===== src/rtl/lapido_mem_pkg.sv =====
// Shared definitions for the Lapido MEM stage.
// Contents: default bus widths, the FSM state type, the word-alignment mask
// and a helper that tests an address for word alignment.
package lapido_mem_pkg;

  localparam int DEFAULT_DATA_WIDTH    = 32;
  localparam int DEFAULT_REG_SEL_WIDTH = 4;

  // Low address bits that must be zero for a word access.
  localparam logic [1:0] ALIGN_MASK = 2'b11;

  typedef enum logic {
    IDLE = 1'b0,
    WAIT = 1'b1
  } mem_state_t;

  function automatic logic is_word_aligned(input logic [1:0] addr_lsbs);
    return (addr_lsbs & ALIGN_MASK) == 2'b00;
  endfunction

endpackage


===== src/rtl/mem_wait_timer.sv =====
// Wait-state timer for the MEM stage.
// Counts cycles spent waiting for memory and flags the last allowed cycle.
// Ports:
//   clock, reset  - rising-edge clock, asynchronous active-low reset
//   load          - clear the count (start of a new access)
//   inc           - one more wait cycle elapsed
//   expired       - the current wait cycle is the TIMEOUT_CYCLES-th one
module mem_wait_timer #(
  parameter int TIMEOUT_CYCLES = 255
) (
  input  logic clock,
  input  logic reset,
  input  logic load,
  input  logic inc,
  output logic expired
);

  localparam int            CW    = $clog2(TIMEOUT_CYCLES + 1);
  localparam logic [CW-1:0] LIMIT = CW'(TIMEOUT_CYCLES);
  localparam logic [CW-1:0] LAST  = CW'(TIMEOUT_CYCLES - 1);

  logic [CW-1:0] count;

  // Wait-cycle counter; saturates at the limit instead of wrapping.
  always_ff @(posedge clock or negedge reset) begin
    if (!reset) begin
      count <= {CW{1'b0}};
    end else if (load) begin
      count <= {CW{1'b0}};
    end else if (inc && (count != LIMIT)) begin
      count <= count + CW'(1);
    end
  end

  // count holds completed wait cycles, so the cycle that sees LAST is the final one.
  assign expired = (count == LAST);

endmodule


===== src/rtl/mem_access_stage.sv =====
// MEM stage of the Lapido pipeline.
// Either passes the ALU result through to write-back, or runs one data-memory
// access over a req/ready handshake while stalling the pipeline, with a
// timeout that aborts a stuck access as a bus error.
// Ports:
//   clock, reset          - rising-edge clock, asynchronous active-low reset
//   ALUResult, storeData  - address / pass-through value, store data
//   memRead, memWrite     - load / store request
//   memToReg              - write-back source (1 = load data)
//   registerFileWrite     - destination register (0 = none)
//   memReq, memWe, memAddr, memWData - memory request side
//   memReady, memRData    - memory completion and read data
//   stall                 - freeze upstream registers
//   wbData, wbRegisterFileWrite, wbValid - write-back result
//   busError              - one-cycle error pulse
// Optional build macro MEM_ACCESS_PERF_EN adds stallCycles and accessCount
// saturating performance counters.
module mem_access_stage
  import lapido_mem_pkg::*;
#(
  parameter int DATA_WIDTH     = DEFAULT_DATA_WIDTH,
  parameter int REG_SEL_WIDTH  = DEFAULT_REG_SEL_WIDTH,
  parameter int TIMEOUT_CYCLES = 255
) (
  input  logic                     clock,
  input  logic                     reset,
  input  logic [DATA_WIDTH-1:0]    ALUResult,
  input  logic [DATA_WIDTH-1:0]    storeData,
  input  logic                     memRead,
  input  logic                     memWrite,
  input  logic                     memToReg,
  input  logic [REG_SEL_WIDTH-1:0] registerFileWrite,
  output logic                     memReq,
  output logic                     memWe,
  output logic [DATA_WIDTH-1:0]    memAddr,
  output logic [DATA_WIDTH-1:0]    memWData,
  input  logic                     memReady,
  input  logic [DATA_WIDTH-1:0]    memRData,
  output logic                     stall,
  output logic [DATA_WIDTH-1:0]    wbData,
  output logic [REG_SEL_WIDTH-1:0] wbRegisterFileWrite,
  output logic                     wbValid,
  output logic                     busError
`ifdef MEM_ACCESS_PERF_EN
  ,
  output logic [31:0]              stallCycles,
  output logic [31:0]              accessCount
`endif
);

  mem_state_t               state;
  mem_state_t               state_next;
  logic                     pass;
  logic                     issue;
  logic                     op_error;
  logic                     complete;
  logic                     timed_out;
  logic                     stall_int;
  logic                     timer_expired;
  logic [REG_SEL_WIDTH-1:0] dest_lat;
  logic                     to_reg_lat;

  mem_wait_timer #(
    .TIMEOUT_CYCLES(TIMEOUT_CYCLES)
  ) u_timer (
    .clock  (clock),
    .reset  (reset),
    .load   (issue),
    .inc    (state == WAIT),
    .expired(timer_expired)
  );

  // Next-state logic and decode of this cycle's retirement event.
  always_comb begin
    state_next = state;
    pass       = 1'b0;
    issue      = 1'b0;
    op_error   = 1'b0;
    complete   = 1'b0;
    timed_out  = 1'b0;
    case (state)
      IDLE: begin
        if (!memRead && !memWrite) begin
          pass = 1'b1;
        end else if ((memRead ^ memWrite) && is_word_aligned(ALUResult[1:0])) begin
          issue      = 1'b1;
          state_next = WAIT;
        end else begin
          op_error = 1'b1;
        end
      end
      WAIT: begin
        // Ready takes priority over a timeout in the same cycle.
        if (memReady) begin
          complete   = 1'b1;
          state_next = IDLE;
        end else if (timer_expired) begin
          timed_out  = 1'b1;
          state_next = IDLE;
        end else begin
          state_next = WAIT;
        end
      end
      default: begin
        state_next = IDLE;
      end
    endcase
  end

  // Stall covers the issuing cycle plus every wait cycle; forced low during reset
  // so an abandoned access releases the pipeline immediately.
  assign stall_int = (state == WAIT) || issue;
  assign stall     = reset && stall_int;

  // FSM state register.
  always_ff @(posedge clock or negedge reset) begin
    if (!reset) begin
      state <= IDLE;
    end else begin
      state <= state_next;
    end
  end

  // Memory request, latched instruction context and write-back registers.
  always_ff @(posedge clock or negedge reset) begin
    if (!reset) begin
      memReq              <= 1'b0;
      memWe               <= 1'b0;
      memAddr             <= {DATA_WIDTH{1'b0}};
      memWData            <= {DATA_WIDTH{1'b0}};
      wbData              <= {DATA_WIDTH{1'b0}};
      wbRegisterFileWrite <= {REG_SEL_WIDTH{1'b0}};
      wbValid             <= 1'b0;
      busError            <= 1'b0;
      dest_lat            <= {REG_SEL_WIDTH{1'b0}};
      to_reg_lat          <= 1'b0;
    end else begin
      wbValid  <= pass | op_error | complete | timed_out;
      busError <= op_error | timed_out;

      // wbData is only replaced by a real result; aborted instructions retire as nops.
      if (pass) begin
        wbData              <= ALUResult;
        wbRegisterFileWrite <= registerFileWrite;
      end else if (complete) begin
        wbData              <= to_reg_lat ? memRData : memAddr;
        wbRegisterFileWrite <= dest_lat;
      end else if (op_error || timed_out) begin
        wbRegisterFileWrite <= {REG_SEL_WIDTH{1'b0}};
      end

      if (issue) begin
        memReq     <= 1'b1;
        memWe      <= memWrite;
        memAddr    <= ALUResult;
        memWData   <= storeData;
        dest_lat   <= registerFileWrite;
        to_reg_lat <= memToReg;
      end else if (complete || timed_out) begin
        memReq <= 1'b0;
        memWe  <= 1'b0;
      end
    end
  end

`ifdef MEM_ACCESS_PERF_EN
  // Saturating counters of stalled cycles and completed handshakes.
  always_ff @(posedge clock or negedge reset) begin
    if (!reset) begin
      stallCycles <= 32'h0000_0000;
      accessCount <= 32'h0000_0000;
    end else begin
      if (stall_int && (stallCycles != 32'hFFFF_FFFF)) begin
        stallCycles <= stallCycles + 32'h0000_0001;
      end
      if (complete && (accessCount != 32'hFFFF_FFFF)) begin
        accessCount <= accessCount + 32'h0000_0001;
      end
    end
  end
`endif

endmodule

===== config.mk =====
export PLATFORM = sky130hd
export DESIGN_NAME = mem_access_stage
export DESIGN_NICKNAME = d
export VERILOG_FILES = /design/src/rtl/lapido_mem_pkg.sv /design/src/rtl/mem_wait_timer.sv /design/src/rtl/mem_access_stage.sv
export SDC_FILE = /design/constraint.sdc
export NUM_CORES = 1
export LEC_CHECK = 0
export ABC_AREA = 0
export BUFFER_PORTS_ARGS = -buffer_cell sky130_fd_sc_hd__buf_4
export CORE_MARGIN = 4
export CORE_UTILIZATION = 48
export DETAILED_ROUTE_END_ITERATION = 7
export PLACE_DENSITY = 0.78
export SLEW_MARGIN = 20
export SYNTH_ARGS = -nofsm -noshare
export SYNTH_HDL_FRONTEND = slang
export SYNTH_SLANG_ARGS = --single-unit

===== constraint.sdc =====
create_clock -name clock -period 1.76 [get_ports clock]
set_input_delay 0.352 -clock clock [delete_from_list [all_inputs] [get_ports clock]]
set_output_delay 0.352 -clock clock [all_outputs]
set_load 0.05 [all_outputs]

# Yosys cells after proc, flatten, opt, wreduce, memory -nomap -nowiden
# Index checks and enable logic that the tools add are counted.
# totals
reg_bits,118
out_inout_bits,105
elab_cells,62
in_bits,106
# classes
bitwise,6
muxes,27
add_sub_neg,1
n_reduce_logical,14
n_eq_ne,2
# ops
operator,count
32-bit 2-to-1 mux,3
1-bit 2-to-1 mux,18
8-bit 2-to-1 mux,2
4-bit 2-to-1 mux,3
8-bit by 1-bit adder with 8-bit output (second input constant),1
8-bit equality test (second input constant),1
8-bit inequality test (second input constant),1
2-bit nonzero test,3
1-bit logical AND,4
1-bit bitwise OR,4
1-bit logical OR,3
3-bit nonzero test,1
1-bit logical NOT,2
2-bit logical NOT,1
1-bit case mux with 2 select lines,1
1-bit NOT,1
1-bit XOR,1

# Depth between registers and ports, before layout
# depth
ltp_word,9
mapped_depth,8
mapped_depth_nobuf,6

# Modules after synthesis
# From an unflattened synthesis, not the netlist that was laid out.
# unflattened
hier_cells,380
hier_area_um2,5475.3
# by_module_without_submodules
mod,area_each_um2,n_inst,seq_area_each_um2,cells_per_inst
mem_access_stage,4967.3,1,2752.6,328
mem_wait_timer,508.0,1,200.2,52

# Least setup slack after synthesis
# OpenSTA, ideal clock, no wires.
# synth_timing
path_kind,input-to-output
from,input port memRead
to,output port stall
path_buffers,0
slack_ps,-102
required_ps,1408
t_arrival_ps,1510
path_stages,5
path_cell_list,inv_1 > ha_1 > or3b_4 > nor2_1 > o21a_1
# synth_via
elab_chain_len,7
elab_cells_between_ends,9
classes_between,mux: 3; bitwise: 1; reduce/logical: 5
# synth_lines
element,line_no,text
from (decl),mem_access_stage.sv:29,"input logic memRead,"
1-bit XOR,mem_access_stage.sv:85,end else if ((memRead ^ memWrite) && is_word_aligned(ALUResult[1:0])) begin
1-bit logical AND,mem_access_stage.sv:85,
1-bit 2-to-1 mux,mem_access_stage.sv:85,
1-bit 2-to-1 mux (*),mem_access_stage.sv:83,if (!memRead && !memWrite) begin
1-bit 2-to-1 mux (*),mem_access_stage.sv:81,case (state)
1-bit logical OR (*),mem_access_stage.sv:112,assign stall_int = (state == WAIT) || issue;
1-bit logical AND (*),mem_access_stage.sv:113,assign stall = reset && stall_int;
to (decl),mem_access_stage.sv:39,"output logic stall,"
# Mark *: on every way between the ends. The rest lies on a longest branch, timed or not.

# Final worst setup path
# layout_timing
from,input port memWrite
to,output port stall
# layout_via
elab_chain_len,7
elab_cells_between_ends,9
classes_between,mux: 3; bitwise: 1; reduce/logical: 5
# layout_lines
element,line_no,text
from (decl),mem_access_stage.sv:30,"input logic memWrite,"
1-bit XOR,mem_access_stage.sv:85,
1-bit logical AND,mem_access_stage.sv:85,
1-bit 2-to-1 mux,mem_access_stage.sv:85,
1-bit 2-to-1 mux (*),mem_access_stage.sv:83,
1-bit 2-to-1 mux (*),mem_access_stage.sv:81,
1-bit logical OR (*),mem_access_stage.sv:112,
1-bit logical AND (*),mem_access_stage.sv:113,
# Marked as above.

==> flow_summary.yaml <==
yosys:
  synth_nets: 625
  synth.distinct_cells: 36
  synth.largest_area_cell: "dfrtp_1"
  synth_compound_area_share_pct: 10.8
  synthTopCellsByArea: "dfrtp_1 (58%), nand2_1 (15%), mux2i_1 (6.5%), a22oi_1 (4.7%), o21ai_0 (3.6%)"
  synthAdderAreaFrac_pct: 0.737
  ys_seq_area_share_pct: 58.0
  synth_top_family_by_area: "simple AND/OR/NAND/NOR gates"
  synth-xor-area-share_pct: 0
  synthCells: 516
  synth_ff_type: "dfrtp_1"
  synth.avg_cell_area_um2: 9.86
  synth-simple-area-share_pct: 19.3
  async_flop_share_pct: 100
  synth_top_area_share_pct: 58.0
  syn_area_mm2: 0.00509
  synth_enable_flop_cells: 0
  yosys_warnings: 0
  ys_ff_latch: 118
  muxShareOfSynthArea_pct: 6.49
floorplan:
  core_area_mm2: 0.0103
  io_pins: 211
  start_util_pct: 49.3
  die-area_mm2: 0.0123
  die_w_um: 111
  die_y_um: 111
  rows: 37
timing:
  setup_tns_ps: -37.7
  fin_crit_sh_pct: 102
  postLayoutSetupSlackWorst_ps: -37.7
  worst_pin_slew_ps: 619
  period_needed_ps: 1800
  clock.fmax_ghz: 0.556
  slew_headroom_pct: 58.7
  hold_viol: 0
  final-setup-viol-count: 1
  rsz0062_at_grt: "true"
  finClkSkew_ps: 4.03
  final-max-slew-violation-count: 0
clocking:
  clockBufferDepth: 2
  cts_buffers: 17
  clock-sinks: 118
  cts_root_buf: "clkbuf_8"
  ctsHtreeMaxLevel: 4
  cts_tree: "built"
  clkTransAtPathRegs_ps: 60
  insertion_delay_ps: 510
min_path:
  worstHoldStart: "storeData[12]"
  min_path_type: "in -> reg"
global_routing:
  gr-usage-met3_pct: 7.81
  grt_max_degree: 119
  grt_pass1_wl_mm: 24.1
  grt_util_met1_pct: 29.4
  use_met2_pct: 40.6
  grt_pass1_vias: 4723
  antenna_found_initial: 0
  grt_usage_pct: 24.2
  overflow: 0
  grt-busiest-layer: "met2"
setup_path:
  timing.rr.start: "state"
  worstSetupPathType: "in -> out"
  crit_chain: "buf_8 > inv_4 > ha_4 > or3b_4 > nor2_2 > o21a_2 > buf_8"
  cp_slowest_stage_delay_ps: 380
  path_buf_inv: 3
  cp-end-kind: "output pin"
  worst_path_most_repeated_cell: "buf_8"
  crit_fanout: 2
  arrival_ps: 1450
  cp_slowest_cell: "or3b_4"
  critPathLaunch: "memWrite"
  cp_data_required_time_ps: 1410
  cp_top_family: "simple AND/OR/NAND/NOR gates"
  worstSetupStartpointType: "primary input"
cells_and_area:
  fin_nets: 847
  fillCellCount: 743
  areaGrowthSynthToFinish_pct: 47.6
  fin_area_mm2: 0.00751
  finalNonFillerCells: 887
  drive_above_1_share_pct: 37.2
  post-route-util_pct: 72.8
  antenna_cells: 0
detailed_routing:
  drt-wirelength-per-cell_um: 16.5
  num_vias: 4680
  wl_mm: 14.6
  ant_nets: 0
  viasPerCell: 5.28
  drt-initial-drc-count: 424
  drtPass1Iterations: 5
  drc_errors: 0
power_and_ir_drop:
  internal_power_mw: 6.73
  p_leak_nw: 3.94
  ir_drop_mv: 0.935
  share_comb_of_total_power_pct: 39.8
  clkPwrFrac_pct: 26.8
  sw_frac_of_total_pct: 42.2
  p_sw_mw: 4.91
  p_per_area_mw_per_mm2: 1550
  seqPwrFrac_pct: 33.4
placed_design:
  place_inst: 852
  port_buffers: 210
  dpl_cell_area_mm2: 0.00689
  hpwl_mm: 10.4
  finalWeightedCongestion: 0.849
status:
  violations: "negative setup slack"
  status: "complete, but fails checks"
run:
  cap_viol_max_count: 0
state kept, by name (all words and copies together), names as in the netlist:
name                 cells
wbData                  32
wbRegisterFileWrite      4
memWData                32
wbValid                  1
to_reg_lat               1
memWe                    1
state                    1
dest_lat                 4
memReq                   1
u_timer.count            8
busError                 1
memAddr                 32
logic make-up (layout without fill, tap and decap cells):
family	count (synthesis)	after routing
buffers and inverters	36	271
DFF	118	118
muxes	33	33
AOI/OAI and AO/OA	85	85
adders and majority gates	3	3
and+or+nand+nor	241	241
power groups by stage:
stage,logic (mW),registers (mW),clock network [mW]
after floorplan,0.974,5.91,0
after global placement,4.55,3.89,0
after detailed placement,4.62,3.91,0
after CTS,4.65,3.88,3.19
after global routing,4.88,3.98,3.33
final,4.63,3.89,3.12
cell usage in the layout (no fill, tap or decap), types with 7 or more instances in the layout:
master | netlist | routed
nand3_1 | 8 | 8
o21ai_0 | 37 | 37
clkbuf_16 | 0 | 16
a22oi_1 | 32 | 32
dfrtp_1 | 118 | 116
nand2_1 | 207 | 207
buf_4 | 7 | 223
mux2i_1 | 33 | 33
buf_12 | 0 | 7
worst reg2reg max path, delay by kind of cell, from the launching register on:
kind / cells / cell delay [ps]
AO/OA/AOI/OAI: 2 / 300
buffers and inverters: 2 / 560
flip-flops: 1 / 410
AND/OR/NAND/NOR: 1 / 140
cells in the mapped netlist, drive strengths merged, types with 2 or more instances:
cell    count
dfrtp     118
nor2b       2
and4        2
o21ai      38
inv         4
mux2i      33
a221o       4
a22oi      32
nor3        5
o21a        2
nand3       8
nand2     208
ha          3
and3        4
a21oi       3
clkbuf      6
a41oi       2
and2        2
buf        26
nor2        5
final timing paths:
check / slack [ps] / cells past startpoint / endpoint
min reg2reg: 480 / 2 / memWData[18]
min in group asynchronous: 570 / 3 / memAddr[18]
min: 30 / 3 / memWData[12]
max: -40 / 7 / stall
max reg2reg: 270 / 5 / wbData[28]
max in group asynchronous: 730 / 3 / wbData[17]
metrics by stage:
| step | setup slack, ps | power (mW) | hold WS, ps |
|---|---|---|---|
| 2_1_floorplan | 27.2 | 6.88 | 56.4 |
| 3_3_place_gp | -139 | 8.44 | 451 |
| 3_5_place_dp | -148 | 8.53 | 457 |
| 4_1_cts | -72.1 | 11.7 | 4.20 |
| 5_1_grt | -58.7 | 12.2 | 7.04 |
| 6_report | -37.7 | 11.6 | 30.3 |
timing repair:
item                                   in CTS  in global routing
hold buffers                                1                  0
setup endpoints to repair                   1                 11
buffers inserted                            2                  0
pin swaps                                   3                  2
resized for setup                          10                  5
endpoints found under the hold margin     118                  0
per-layer routing:
| layer | routed length [um] | vias up |
|---|---|---|
| li1 | - | 2185 |
| met1 | 6030 | 2272 |
| met2 | 7250 | 195 |
| met3 | 1050 | 28 |
| met4 | 274 | 0 |
| met5 | 0 | - |
layout make-up:
| class | instances | area [um^2] | share of cell area [%] |
|---|---|---|---|
| Clock buffer | 17 | 414 | 5.51 |
| Sequential cell | 118 | 2960 | 39.3 |
| Inverter | 4 | 20.0 | 0.266 |
| Multi-Input combinational cell | 362 | 1940 | 25.8 |
| Clock inverter | 15 | 133 | 1.76 |
| Timing Repair Buffer | 235 | 1880 | 25.0 |
| Tap cell | 136 | 170 | 2.26 |
Note: power is estimated with default switching activity, not from simulation.
